**src/rtl/opc_mem_arbiter.sv**
```systemverilog
// Two-master round-robin arbiter/sequencer for the shared single-port system memory.
// One access at a time; strobes are held for WAIT_STATES extra cycles and read data is registered.
module opc_mem_arbiter #(
  parameter int AW          = 16,
  parameter int DW          = 16,
  parameter int WAIT_STATES = 0,
  parameter int CW          = 4
) (
  input  logic          clk,
  input  logic          reset_b,
  input  logic          m0_req,
  input  logic          m0_rnw,
  input  logic [AW-1:0] m0_addr,
  input  logic [DW-1:0] m0_wdata,
  output logic          m0_ack,
  output logic [DW-1:0] m0_rdata,
  input  logic          m1_req,
  input  logic          m1_rnw,
  input  logic [AW-1:0] m1_addr,
  input  logic [DW-1:0] m1_wdata,
  output logic          m1_ack,
  output logic [DW-1:0] m1_rdata,
  output logic [AW-1:0] mem_addr,
  output logic [DW-1:0] mem_wdata,
  input  logic [DW-1:0] mem_rdata,
  output logic          mem_rnw,
  output logic          mem_ceb,
  output logic          mem_oeb,
  output logic          owner,
  output logic          busy
);

  typedef enum logic {IDLE, ACCESS} state_t;

  state_t        state_q, state_d;
  logic [CW-1:0] cnt_q, cnt_d;
  logic          owner_d, busy_d;
  logic          m0_ack_d, m1_ack_d;
  logic [DW-1:0] m0_rdata_d, m1_rdata_d;
  logic [AW-1:0] mem_addr_d;
  logic [DW-1:0] mem_wdata_d;
  logic          mem_rnw_d, mem_ceb_d, mem_oeb_d;
  logic          gnt;

  // On a tie the master that did not own the last access wins.
  assign gnt = (m0_req && m1_req) ? ~owner : m1_req;

  always_comb begin
    state_d     = state_q;
    cnt_d       = cnt_q;
    owner_d     = owner;
    busy_d      = busy;
    m0_ack_d    = 1'b0;
    m1_ack_d    = 1'b0;
    m0_rdata_d  = m0_rdata;
    m1_rdata_d  = m1_rdata;
    mem_addr_d  = mem_addr;
    mem_wdata_d = mem_wdata;
    mem_rnw_d   = mem_rnw;
    mem_ceb_d   = mem_ceb;
    mem_oeb_d   = mem_oeb;
    case (state_q)
      IDLE: begin
        if (m0_req || m1_req) begin
          owner_d     = gnt;
          mem_addr_d  = gnt ? m1_addr  : m0_addr;
          mem_wdata_d = gnt ? m1_wdata : m0_wdata;
          mem_rnw_d   = gnt ? m1_rnw   : m0_rnw;
          mem_oeb_d   = ~(gnt ? m1_rnw : m0_rnw);
          mem_ceb_d   = 1'b0;
          cnt_d       = CW'(WAIT_STATES);
          busy_d      = 1'b1;
          state_d     = ACCESS;
        end
      end
      ACCESS: begin
        if (cnt_q != '0) begin
          cnt_d = cnt_q - CW'(1);
        end else begin
          // Completion: ack the owner and capture read data in the same edge.
          if (owner) begin
            m1_ack_d = 1'b1;
            if (mem_rnw) m1_rdata_d = mem_rdata;
          end else begin
            m0_ack_d = 1'b1;
            if (mem_rnw) m0_rdata_d = mem_rdata;
          end
          mem_ceb_d = 1'b1;
          mem_oeb_d = 1'b1;
          mem_rnw_d = 1'b1;
          busy_d    = 1'b0;
          state_d   = IDLE;
        end
      end
      default: state_d = IDLE;
    endcase
  end

  always_ff @(posedge clk) begin
    if (!reset_b) begin
      state_q   <= IDLE;
      cnt_q     <= '0;
      owner     <= 1'b1;
      busy      <= 1'b0;
      m0_ack    <= 1'b0;
      m1_ack    <= 1'b0;
      m0_rdata  <= '0;
      m1_rdata  <= '0;
      mem_addr  <= '0;
      mem_wdata <= '0;
      mem_rnw   <= 1'b1;
      mem_ceb   <= 1'b1;
      mem_oeb   <= 1'b1;
    end else begin
      state_q   <= state_d;
      cnt_q     <= cnt_d;
      owner     <= owner_d;
      busy      <= busy_d;
      m0_ack    <= m0_ack_d;
      m1_ack    <= m1_ack_d;
      m0_rdata  <= m0_rdata_d;
      m1_rdata  <= m1_rdata_d;
      mem_addr  <= mem_addr_d;
      mem_wdata <= mem_wdata_d;
      mem_rnw   <= mem_rnw_d;
      mem_ceb   <= mem_ceb_d;
      mem_oeb   <= mem_oeb_d;
    end
  end

endmodule
```
**config.mk**
```make
export PLATFORM = sky130hd
export DESIGN_NAME = opc_mem_arbiter
export DESIGN_NICKNAME = d
export VERILOG_FILES = /design/src/rtl/opc_mem_arbiter.sv
export SDC_FILE = /design/constraint.sdc
export NUM_CORES = 1
export LEC_CHECK = 0
export ABC_AREA = 0
export CAP_MARGIN = 10
export CORE_ASPECT_RATIO = 1.25
export CORE_MARGIN = 2
export CORE_UTILIZATION = 43
export CTS_CLUSTER_DIAMETER = 60
export DETAILED_ROUTE_END_ITERATION = 8
export PLACE_DENSITY_LB_ADDON = 0.1
export SLEW_MARGIN = 20
export SYNTH_ARGS = -nofsm -noshare
export SYNTH_HDL_FRONTEND = slang
export SYNTH_SLANG_ARGS = --single-unit
export TNS_END_PERCENT = 20
```
**constraint.sdc**
```tcl
create_clock -name clk -period 3.8 [get_ports clk]
set_input_delay 1.14 -clock clk [delete_from_list [all_inputs] [get_ports clk]]
set_output_delay 1.14 -clock clk [all_outputs]
set_load 0.005 [all_outputs]
```
==> impl_summary.txt <==
----------------------------------------------------
[Critical path]
  Type of destination of the critical path ... register
  Depth of the most critical reg-to-reg path ... 5
  Kind of start point of the critical path ... primary input
  CP startpoint ... m1_req
  Setup slack of the most critical reg-to-reg path ... 1860 ps
  Worst setup path end ... mem_wdata[9]
  Required @ worst endpoint ... 4060 ps
  Type of the worst setup path ... primary input to register
  Reg-to-reg startpoint ... cnt_q[0]
  Destination of the worst register-to-register timing path ... m0_rdata[10]
  CP arrival ... 2860 ps
  Maximum fanout along the worst path ... 23

[Synth]
  Cells after synthesis ... 361
  Number of synthesized flops with an enable pin ... 0
  Net count after synthesis ... 449
  Proportion of synthesized chip area in sequential cells ... 49.0%
  Flip-flop and latch count after synthesis ... 76
  Count of warnings emitted by yosys ... 0
  Most used flip-flop cell after synthesis ... dfxtp_1
  Async set-or-reset flop fraction in the synthesized netlist ... 0%
  Synthesized cell area ... 0.00310 mm2
  Yosys cell types ... 36
  Synthesized area per cell ... 8.60 um2

[Clock network]
  CTS tree ... yes
  CTS Root Cell ... clkbuf_8
  CTS Buf Count ... 9
  Num Clock Sinks ... 76
  Post-CTS Hold Buffers ... 0
  Number of levels the H-tree was split into ... 3
  Clock-pin slew on the worst setup and hold paths ... 70 ps
  Insertion delay of the later-clocked pin in the worst-skew pair ... 350 ps
  Post-CTS repair timing setup buffer count ... 0
  Post-cts gate resize count ... 0
  Number of buffers between clock root and the deepest sink ... 2

[STA]
  Remaining max-slew budget at the tightest pin ... 36.0%
  Max Clock Freq ... 385 MHz
  Final setup violation count ... 0
  Slew at the pin closest to its max-slew limit ... 960 ps
  Final Hold Violating Endpoints ... 0
  Post-route fraction of the period consumed by the critical path ... 68.4%
  Setup repair after global routing missed its margin ... no
  Min cycle time layout ... 2600 ps
  Worst Clk Skew ... 14.2 ps
  Max Transition Viols Final ... 0
  Final TNS setup ... 0 ps

[Power and ir drop]
  Final total power ... 2.03 mW
  Switching Fraction ... 24.2%
  Net switching power figure ... 491 uW
  PD cells ... 411 mW/mm2
  Part of the power in combinational logic ... 19.5%
  Sequential share of power ... 44.2%
  Internal Power ... 1.53 mW
  Leakage power figure ... 2.00 nW
  Clock group share of total power ... 36.3%
  Worst VDD drop ... 0.217 mV

[Final layout]
  # diodes ... 0
  Final std cell area, no fill ... 0.00493 mm2
  Post-layout nets ... 594
  Area delta synth->final ... 59.0%
  Share of layout cells above drive strength 1 ... 5.68%
  Post-route non-filler standard cell count ... 601
  Fillers ... 605
  Most frequent cells in the layout ... clkdlybuf4s50_1, nand2_1, dfxtp_1
  Most common library cell in the layout ignoring fill and taps ... clkdlybuf4s50_1
  Post-layout utilization of the core ... 70.7%

[Global route]
  Number of antenna violations at the first check in global routing ... 0
  Pin count of the biggest net entering global routing ... 63
  GR Overflow Total ... 0
  First-pass GRT wire length ... 13.5 mm
  Vias in the first global route ... 3,033
  Combined global-route utilization of all metal layers ... 21.4%

[Detailed routing]
  Number of nets still failing antenna checks after routing ... 0
  Per-cell routed wire length ... 14.2 um
  Post-Route WL ... 8.52 mm
  Total DRC errors in the routed layout ... 0
  Total number of vias ... 3,047
  Violation count after the first detailed-routing iteration ... 99
  Iteration count of the initial detailed-routing pass ... 4
  Routed via count divided by cell count ... 5.07

[Floorplanning]
  Cell Rows ... 34
  Ports placed on the boundary ... 157
  Y dimension of the die ... 99.0 um
  Die W ... 80.0 um
  Core area ... 0.00698 mm2
  Die outline area ... 0.00792 mm2
  Starting Density ... 44.5%

[Placed design]
  Final GP Congestion ... 0.769
  HPWL after DPL ... 6.19 mm
  Port Buffers ... 156
  DP Area ... 0.00469 mm2
  DP Cell Count ... 585

[Outcome]
  Status ... finished, final reports clean

[Flow run]
  Number of max-cap violations ... 0

[Min path]
  Type of the worst min-delay path ... register to register

----------------------------------------------------
==> logic make-up (layout without fill, tap and decap cells) <==
group	count (synthesis)	after routing	share of synthesized area [%]
compound gates	113	113	19.7
simple gates	103	103	14.2
flops	76	76	49.0
mux	34	34	11.0
buf+inv	33	183	5.32
fa+ha+maj	2	2	0.806
==> critical path: stages <==
cell             delay, ps
clkdlybuf4s50_1        520
o21bai_2               560
buf_4                  390
a21oi_1                 70
a21oi_1                170
==> through the flow <==
step | worst slack, ps | hold slack [ps]
floorplan | 1760 | 451
global placement | 960 | 436
detailed placement | 833 | 452
CTS | 1200 | 462
global route | 1050 | 480
finish | 1200 | 460
==> how the worst min path moves through the flow <==
stage                 startpoint           end  slack (ps)  depth (start not counted)
floorplan                mem_ceb       mem_ceb         450                          1
CTS                  m0_rdata[2]   m0_rdata[2]         460                          2
global placement         mem_ceb       mem_ceb         440                          1
detailed placement   m0_rdata[2]   m0_rdata[2]         450                          2
global route        m1_rdata[12]  m1_rdata[12]         480                          2
finish               m0_rdata[2]   m0_rdata[2]         460                          2
==> state kept, by name (all words and copies together) (netlist names) <==
name       cells
m0_rdata      16
m1_rdata      16
mem_addr      16
mem_wdata     16
cnt_q          4
busy           1
m0_ack         1
m1_ack         1
mem_ceb        1
mem_oeb        1
mem_rnw        1
owner          1
state_q        1
==> power groups by stage <==
stage | clock, mW | sequential [mW] | combinational, mW
after floorplan | 0 | 0.911 | 0.152
after global placement | 0 | 0.910 | 0.390
after detailed placement | 0 | 0.911 | 0.398
after CTS | 0.751 | 0.894 | 0.399
after global routing | 0.781 | 0.901 | 0.430
final | 0.736 | 0.894 | 0.395
==> Yosys cell counts (2+ instances only) <==
cell,count,area (um2)
nand3_1,3,15.0
ha_1,2,25.0
nand2b_1,2,12.5
buf_4,2,15.0
nand4b_1,2,17.5
a21oi_1,65,325
nor2b_1,2,12.5
buf_2,8,40.0
clkbuf_1,14,52.6
a21boi_0,2,15.0
buf_1,2,7.51
o21ai_0,36,180
nand2_1,83,312
mux2i_1,34,340
o31a_1,2,17.5
inv_1,5,18.8
nor2_1,3,11.3
dfxtp_1,76,1520
==> metal layers <==
metal	share of wire [%]	up-vias	GRT usage (%)
met5	0	-	0
met1	40	1407	23.9
met2	51	101	37.7
met4	2.1	0	8.08
li1	-	1522	-
met3	6.7	17	6.23
==> cell type report <==
class                   instances  area (um2)  area share, %
well taps                      90         113           2.28
multi-input cells             252        1430           28.9
clock buffers                  10         128           2.59
inverters                       5        18.8          0.381
clock inverters                 6         113           2.28
flip-flops and latches         76        1520           30.8
repair buffers                162        1610           32.7
Power figures use the tool's default switching activity.
==> RTL edit: new RTL, same flow settings <==
Set the parameter `CW` to 2 (it was 4).
--- a/src/rtl/opc_mem_arbiter.sv
+++ b/src/rtl/opc_mem_arbiter.sv
@@ -5,5 +5,5 @@
   parameter int DW          = 16,
   parameter int WAIT_STATES = 0,
-  parameter int CW          = 4
+  parameter int CW          = 2
 ) (
   input  logic          clk,
Behaviour: same outputs for any inputs over 10 cycles, from zero or initial values and one cycle with reset_b low; that may be too few to reach the edited logic, so the function may still have changed.
==> RTL edit against the unedited design <==
Sequential cell count fell by 2; fmax rose by 1.1%; clock power fell by 1%; setup slack improved by 0.028 ns; area after synthesis fell by 1.8%; clock skew fell by 0.0070 ns; design area fell by 2.3%; wire length fell by 6.4%; combinational power fell by 6.1%; synthesized cell count fell by 8.9%; power fell by 3.0%; sequential share of layout area fell by 0.094 points.
==> RTL edit: results (changes against the unedited design) <==
slowest stage cell, crit path -> clkdlybuf4s50_1
final net count -> 559 (-5.9%)
net switching share of the total power -> 23.0% (-1.3 points)
Layout Skew -> 0.00715 ns (-0.00704 ns)
Syn Area/Cell -> 9.26 µm² (+7.8%)
largest net degree at the start of global routing -> 70 (+11%)
CP max FO -> 10 (-57%)
status -> finished clean
CP arrival -> 1.43 ns (-1.43 ns)
sink of the worst hold path -> m1_rdata[13]$_SDFFE_PN0P_
Reg-to-Reg Start -> cnt_q[0]$_SDFFE_PN0P_
via count -> 2832 (-7.1%)
worst hold path type -> reg2reg
share of flip-flops with an asynchronous set or reset -> 0% (unchanged)
worst r2r path cells -> 5 (unchanged)
first-pass GRT wire length -> 12.8 mm (-5.4%)
synth top area cells -> dfxtp_1 49%, mux2i_1 11%, nand2_1 8.1%
worst-skew pair later-pin latency -> 0.34 ns
most common library cells after synthesis -> 74 x dfxtp_1, 66 x nand2_1, 35 x a21oi_1
diodes inserted -> 0 (unchanged)
syn_nets -> 416 (-7.3%)
dpl cells -> 551 (-5.8%)
Area after DPL -> 4580 µm² (-2.5%)
R2R Setup Slk -> 2.01 ns (+0.15 ns)
routed len/inst -> 14.1 µm (-0.62%)
gr usage total -> 20.8% (-0.58 points)
Via-to-Cell Ratio -> 5.00 (-1.3%)
Ys Warns -> 0 (unchanged)
root buf cell -> clkbuf_8
Reg2Reg Capture Point -> m1_rdata[14]$_SDFFE_PN0P_
Synth cell types -> 32 (-11%)
Place WS -> 0.912 ns (+0.0791 ns)
layout cells sized above 1 -> 5.04% (-0.63 points)
routability cong. -> 0.732 (-4.7%)
post_cts resized -> 0 (unchanged)
Worst Max-Slew Pin Slew -> 0.867 ns (-0.0932 ns)
hpwl dp -> 5.66 mm (-8.6%)
VDD IR max -> 0.000239 V (+10%)
Layout fillers -> 591 (-2.3%)
sequential area share after synthesis -> 48.6% (-0.43 points)
Hold Startpoint -> m1_rdata[13]$_SDFFE_PN0P_
hold depth -> 2 (unchanged)
Iter 0 DRT Violations -> 91 (-8.1%)
Port Buf Inserts -> 156 (unchanged)
leak pwr -> 1.76 nW (-12%)
initial antenna violation count -> 0 (unchanged)
CTS H-tree depth -> 3 (unchanged)
setup bufs post-CTS -> 0 (unchanged)
[RTL edit: cell count changes after synthesis, sizes merged, moves of 3 or more]
cell    change
a21boi     +31
a21oi      -30
clkbuf      -3
nand2      -17
nand3       -3
nor2        -3
[RTL edit: stage by stage]
step / hold WS (ns) / total power, mW
after CTS: 0.456 / 1.99
after detailed placement: 0.445 / 1.26
after global placement: 0.441 / 1.25
final: 0.456 / 1.96
after global routing: 0.476 / 2.06
after floorplan: 0.451 / 1.03
[RTL edit: logic make-up (layout without fill, tap and decap cells)]
family | Yosys count | count (layout) | share of synthesized area (%)
buffers and inverters | 31 | 178 | 6.49
DFF | 74 | 74 | 48.6
and+or+nand+nor | 80 | 80 | 11.7
adders and majority gates | 1 | 1 | 0.410
AOI/OAI and AO/OA | 109 | 109 | 21.6
muxes | 33 | 33 | 10.8
xor gates and xnor gates | 1 | 1 | 0.287
[RTL edit: how the worst max path moves through the flow]
stage / start / to / slack (ns)
after detailed placement: m0_req / mem_addr[2]$_SDFFE_PN0P_ / 0.91
after CTS: owner$_SDFFE_PN1P_ / owner / 1.21
after global placement: m1_req / mem_addr[5]$_SDFFE_PN0P_ / 0.96
after floorplan: m1_req / mem_addr[0]$_SDFFE_PN0P_ / 1.87
after global routing: m0_req / mem_addr[2]$_SDFFE_PN0P_ / 1.07
final: owner$_SDFFE_PN1P_ / owner / 1.23
[RTL edit: cell type report]
class	instances	area, µm²	share of cell area [%]
clock buffers	10	138	2.86
clock inverters	5	103	2.13
inverters	4	15.0	0.312
multi-input cells	224	1380	28.6
flip-flops and latches	74	1480	30.8
well taps	90	113	2.34
repair buffers	159	1590	33.0
[RTL edit: tightest hold or removal path, cell delays in order, from the launching register on]
cell and delay (ns):
dfxtp_1 0.31, nand2_1 0.05, a21boi_1 0.05
[RTL edit: per-layer routing]
| metal | GRT usage [%] | routed length, µm |
|---|---|---|
| met1 | 23.9 | 3190 |
| met2 | 34.4 | 3890 |
| met3 | 6.10 | 629 |
| met4 | 11.4 | 272 |
| met5 | 0 | 0 |
[RTL edit: power groups by stage]
stage / clock network, mW / registers [mW] / logic, mW
3_5_place_dp: 0 / 0.884 / 0.374
4_1_cts: 0.746 / 0.867 / 0.376
3_3_place_gp: 0 / 0.882 / 0.368
6_report: 0.726 / 0.867 / 0.371
2_1_floorplan: 0 / 0.885 / 0.150
5_1_grt: 0.782 / 0.875 / 0.405
